$ cat config.mk
export PLATFORM = sky130hd
export DESIGN_NAME = descrambler
export DESIGN_NICKNAME = d
export VERILOG_FILES = /design/src/rtl/scr_pkg.sv /design/src/rtl/scr_buf.sv /design/src/rtl/descrambler.sv
export SDC_FILE = /design/constraint.sdc
export NUM_CORES = 1
export LEC_CHECK = 0
export ABC_CLOCK_PERIOD_IN_PS = 7300
export CORE_MARGIN = 2
export CORE_UTILIZATION = 44
export DETAILED_ROUTE_END_ITERATION = 6
export SLEW_MARGIN = 20
export SYNTH_ARGS = -nofsm -noshare
export SYNTH_HDL_FRONTEND = slang
export SYNTH_HIERARCHICAL = 1
export SYNTH_SLANG_ARGS = --single-unit
$ cat constraint.sdc
create_clock -name clk -period 7.3 [get_ports clk]
set_input_delay 1.46 -clock clk [delete_from_list [all_inputs] [get_ports clk]]
set_output_delay 1.46 -clock clk [all_outputs]
set_load 0.02 [all_outputs]
$ cat src/rtl/scr_pkg.sv
// Definitions shared by the scrambler index generator and the descrambler:
// mode encodings, the mode-to-block-length mapping and the FSM state type.
package scr_pkg;

    localparam logic [1:0] MODE_N4  = 2'b00;
    localparam logic [1:0] MODE_N6  = 2'b01;
    localparam logic [1:0] MODE_N8  = 2'b10;
    localparam logic [1:0] MODE_N8B = 2'b11;

    localparam int MAX_N = 8;

    typedef enum logic [1:0] {
        ST_IDLE  = 2'd0,
        ST_FILL  = 2'd1,
        ST_DRAIN = 2'd2
    } scr_state_e;

    function automatic logic [3:0] mode_to_n(input logic [1:0] m);
        case (m)
            MODE_N4: return 4'd4;
            MODE_N6: return 4'd6;
            default: return 4'd8;
        endcase
    endfunction

endpackage

$ cat src/rtl/scr_buf.sv
// Eight-entry symbol register file: synchronous write, combinational read.
// Contents are not reset; occupancy tracking in the parent decides validity.
module scr_buf #(
    parameter int DATA_W = 8
) (
    input  logic              clk,
    input  logic              we,
    input  logic [2:0]        waddr,
    input  logic [DATA_W-1:0] wdata,
    input  logic [2:0]        raddr,
    output logic [DATA_W-1:0] rdata
);

    logic [DATA_W-1:0] mem [8];

    always_ff @(posedge clk) begin
        if (we)
            mem[waddr] <= wdata;
    end

    assign rdata = mem[raddr];

endmodule

$ cat src/rtl/descrambler.sv
// Block descrambler: collects N symbols tagged with their original position,
// then streams them out in position order.
module descrambler #(
    parameter int DATA_W = 8
) (
    input  logic              clk,
    input  logic              rst,
    input  logic [1:0]        mode,
    input  logic              in_valid,
    input  logic [DATA_W-1:0] in_data,
    input  logic [2:0]        in_index,
    output logic              in_ready,
    output logic              out_valid,
    output logic [DATA_W-1:0] out_data,
    input  logic              out_ready,
    output logic              block_done,
    output logic              err_dup,
    output logic              err_range
);
    import scr_pkg::*;

    scr_state_e        state, state_nxt;
    logic [MAX_N-1:0]  occ;
    logic [MAX_N-1:0]  occ_nxt;
    logic [2:0]        rd_ptr;
    logic [3:0]        n_reg;
    logic [3:0]        n_cur;
    logic [3:0]        n_last;
    logic [DATA_W-1:0] rd_data;
    logic              in_fire, out_fire, in_range, dup, wr, full, last_rd;

    assign in_ready  = (state != ST_DRAIN);
    assign out_valid = (state == ST_DRAIN);
    assign out_data  = out_valid ? rd_data : '0;

    assign in_fire  = in_valid && in_ready;
    assign out_fire = out_valid && out_ready;

    // In IDLE the block length being latched this cycle is the one that applies.
    assign n_cur    = (state == ST_IDLE) ? mode_to_n(mode) : n_reg;
    assign in_range = ({1'b0, in_index} < n_cur);
    assign dup      = occ[in_index];
    assign wr       = in_fire && in_range && !dup;
    assign n_last   = n_reg - 4'd1;
    assign last_rd  = ({1'b0, rd_ptr} == n_last);

    always_comb begin
        occ_nxt = occ;
        if (wr)
            occ_nxt[in_index] = 1'b1;
        full = 1'b1;
        for (int i = 0; i < MAX_N; i++) begin
            if (4'(i) < n_cur && !occ_nxt[i])
                full = 1'b0;
        end
    end

    always_ff @(posedge clk or posedge rst) begin
        if (rst)
            state <= ST_IDLE;
        else
            state <= state_nxt;
    end

    always_comb begin
        state_nxt = state;
        case (state)
            ST_IDLE:  if (wr)                 state_nxt = ST_FILL;
            ST_FILL:  if (wr && full)         state_nxt = ST_DRAIN;
            ST_DRAIN: if (out_fire && last_rd) state_nxt = ST_IDLE;
            default:                          state_nxt = ST_IDLE;
        endcase
    end

    always_ff @(posedge clk or posedge rst) begin
        if (rst) begin
            occ        <= '0;
            rd_ptr     <= '0;
            n_reg      <= 4'd4;
            block_done <= 1'b0;
            err_dup    <= 1'b0;
            err_range  <= 1'b0;
        end else begin
            block_done <= 1'b0;
            err_dup    <= in_fire && in_range && dup;
            err_range  <= in_fire && !in_range;
            if (state == ST_IDLE && in_fire)
                n_reg <= n_cur;
            occ <= occ_nxt;
            if (out_fire) begin
                if (last_rd) begin
                    occ        <= '0;
                    rd_ptr     <= '0;
                    block_done <= 1'b1;
                end else begin
                    rd_ptr <= rd_ptr + 3'd1;
                end
            end
        end
    end

    scr_buf #(.DATA_W(DATA_W)) u_buf (
        .clk   (clk),
        .we    (wr),
        .waddr (in_index),
        .wdata (in_data),
        .raddr (rd_ptr),
        .rdata (rd_data)
    );

endmodule

==> metrics.md <==
| Metric | Value |
|---|---|
| CTS clk-pin slew, worst paths | around 0.080 ns |
| CTS Sinks | 84 |
| Wire length per cell | just over 20 µm |
| Number of vias per cell | 5.779 |
| #FFs+latches synth | 84 |
| Antenna cells | 0 |
| Setup Buffers After CTS | 0 |
| Mapped Cells | ~260 |
| Inserted Clock Buffers | 9 |
| Die Ht | roughly 100 µm |
| Startpoint Class | input port |
| Slew @ Worst Pin | between 1 and 1.5 ns |
| CTS resizes | 0 |
| HPWL Detailed | a little over 5000 µm |
| Synthesized area | just under 4000 µm² |
| Initial antenna violation count | 0 |
| Crit-path leading delay family | simple AND/OR/NAND/NOR gates |
| Die area | around 9600 µm² |
| Placed Area | about 4200 µm² |
| Clk buf depth | 2 |
| Synth Flop Type | edfxtp_1 |
| Io pins | 30 |
| Tmin final | about 4.6 ns |
| Design Area, Final | approximately 4400 µm² |
| Static Leak | between 1.5 and 2 nW |
| Post-synthesis sequential area ratio | 0.6252 |
| Gr ovfl total | 0 |
| Port-buffer cells | 29 |
| Initial core utilization | 0.4489 |
| CP max FO | 16 |
| Most common cell after layout, fill and taps aside | edfxtp_1 |
| Status | completed |
| Worst VDD drop | ~0.083 mV |
| Syn Nets | between 200 and 300 |
| GP Congestion | approximately 0.83 |
| Largest net degree at the start of global routing | 21 |
| Antenna Nets Post-Route | 0 |
| CTS tree | built |
| Number of flip-flops in the largest register | between 60 and 70 |
| Worst Path Required | between 7 and 8 ns |
| Hold_buf cts | 0 |
| Setup Skew | ~0.012 ns |
| Tcrit/Tclk final | 0.6301 |
| DRC | 0 |
| Syn_area_per_cell | approximately 15 µm² |
| Site Rows | 34 |
| Clock latency on the worst-skew pair | 0.35 ns |
| Crit-path slowest cell | nor2_1 |
| Drt first-iter violations | 183 |
| Vias in the first global route | 2301 |
| Max-Cap Viols | 0 |
| Fmax | ~220 MHz |
| Layout cell share with drive strength beyond 1 | 0.1276 |
| Unique cell type count in the Yosys netlist | 50 |
| Clk root buf | clkbuf_8 |
| Hold Path Class | reg -> reg |
| FFs w/ async S/R, synth | 0.2381 |
| PwrDens | 281.6 nW/µm² |
| Final hold vios | 0 |
| Slew HR | 0.2844 |
| Worst path buffer plus inverter count | 1 |
| H-tree Lvls | 3 |
| Layout Nets | 304 |
| Sum Neg Setup Slack | 0 ns |
| 1st-pass router iterations | 4 |
| CP endpoint kind | flip-flop |
| Critical path's largest stage delay | ~0.87 ns |
| Final Setup Violations | 0 |
| Number of synthesized flops with an enable pin | 64 |
| Arrival @ worst endpoint | 4.57 ns |
| Max Slew Vio Count | 0 |
| Worst-path cell chain | clkdlybuf4s50_1, mux2i_1, a211oi_1, nor4_1, and3_1, nand2_1, nor2_1 |
| Most frequent cells in the layout | edfxtp_1, clkdlybuf4s50_1, nor2_1 |
| Critical path class | in -> reg |
| Final wirelength | 8051 µm |
| GRT Overall Usage | 0.1776 |
| Yosys warning count | 6 |
| Via Count | between 2000 and 2500 |
| RSZ-0062 raised after global routing | no |
| Die Width | 97.86 µm |
| First-pass GRT wire length | about 13000 µm |
| P&R area growth vs syn | 13.11% |
| Core ar. | about 8600 µm² |
## cell families after synthesis
family,synth area share
and+or+nand+nor,0.09039
muxes,0.1501
DFF,0.6252
adders and majority gates,0.006455
xor gates and xnor gates,0.009040
AOI/OAI and AO/OA,0.08458
buffers and inverters,0.03421
## metal layers
layer,up-vias,routed length [µm],track usage
met1,1153,3742,0.2611
met2,66,3757,0.2655
met3,11,429,0.03006
met4,0,121,0.07158
li1,1070,-,-
met5,-,0,0
## worst register-to-register path: cells and delay by family (launching register included)
kind / cells / cell delay [ns]
DFF: 1 / 0.61
AOI/OAI and AO/OA: 2 / 0.45
and+or+nand+nor: 4 / 2.16
## final timing paths
kind / startpoint / endpoint / slack [ns] / cells past startpoint
worst min register to register: occ[6] / occ[6] / 0.55 / 2
min in group asynchronous: rst / state[0] / 1.55 / 2
max in group asynchronous: rst / occ[0] / 5.25 / 2
worst max-delay path: in_index[1] / u_buf/mem[7][1] / 2.70 / 7
worst min-delay path: occ[6] / occ[6] / 0.55 / 2
worst max register to register: state[1] / u_buf/mem[7][1] / 3.69 / 6
## synthesized netlist by cell type, drive strengths merged (2+ instances only)
master / number / area (µm²)
mux2: 12 / 135.1
xor2: 2 / 17.52
o221a: 3 / 33.78
mux2i: 3 / 30.03
nand3: 2 / 10.01
clkbuf: 7 / 26.28
mux4: 16 / 416.7
o32ai: 2 / 32.53
nor2: 23 / 86.33
and3: 11 / 68.82
a22oi: 2 / 20.02
a21oi: 8 / 40.04
o21a: 3 / 22.52
nand2b: 7 / 43.79
nand2: 11 / 41.29
a22o: 2 / 17.52
o21ai: 10 / 50.05
nor3: 6 / 30.03
ha: 2 / 25.02
and2: 2 / 15.02
dfrtp: 19 / 475.5
a2111oi: 2 / 17.52
inv: 9 / 33.78
buf: 8 / 72.56
a31oi: 6 / 37.54
edfxtp: 64 / 1922
xnor2: 2 / 17.52
a41oi: 2 / 17.52
## through the flow
step	power, mW	std cells	hold WS, ns	util	setup slack, ns
after floorplan	0.8736	259	0.4846	-	3.523
after global placement	0.9442	382	0.5325	0.4875	2.427
after detailed placement	0.9512	382	0.5327	0.4875	2.378
after CTS	1.244	398	0.5548	0.5071	2.673
after global routing	1.304	398	0.6012	0.5077	2.480
final	1.235	398	0.5546	0.5077	2.700
## power breakdown
group | total (mW) | internal, mW | switching (mW) | leakage [nW]
Clock | 0.294 | 0.126 | 0.168 | 0.0803
Combinational | 0.296 | 0.155 | 0.141 | 0.631
Sequential | 0.644 | 0.566 | 0.0784 | 0.817
## area by class of cell
class | instances | area (µm²)
Fill cell | 750 | 4252
Clock inverter | 5 | 37.54
Clock buffer | 11 | 131.4
Inverter | 9 | 33.78
Timing Repair Buffer | 30 | 297.8
Sequential cell | 84 | 2424
Tap cell | 108 | 135.1
Multi-Input combinational cell | 151 | 1325
Note: power is estimated with default switching activity, not from simulation.
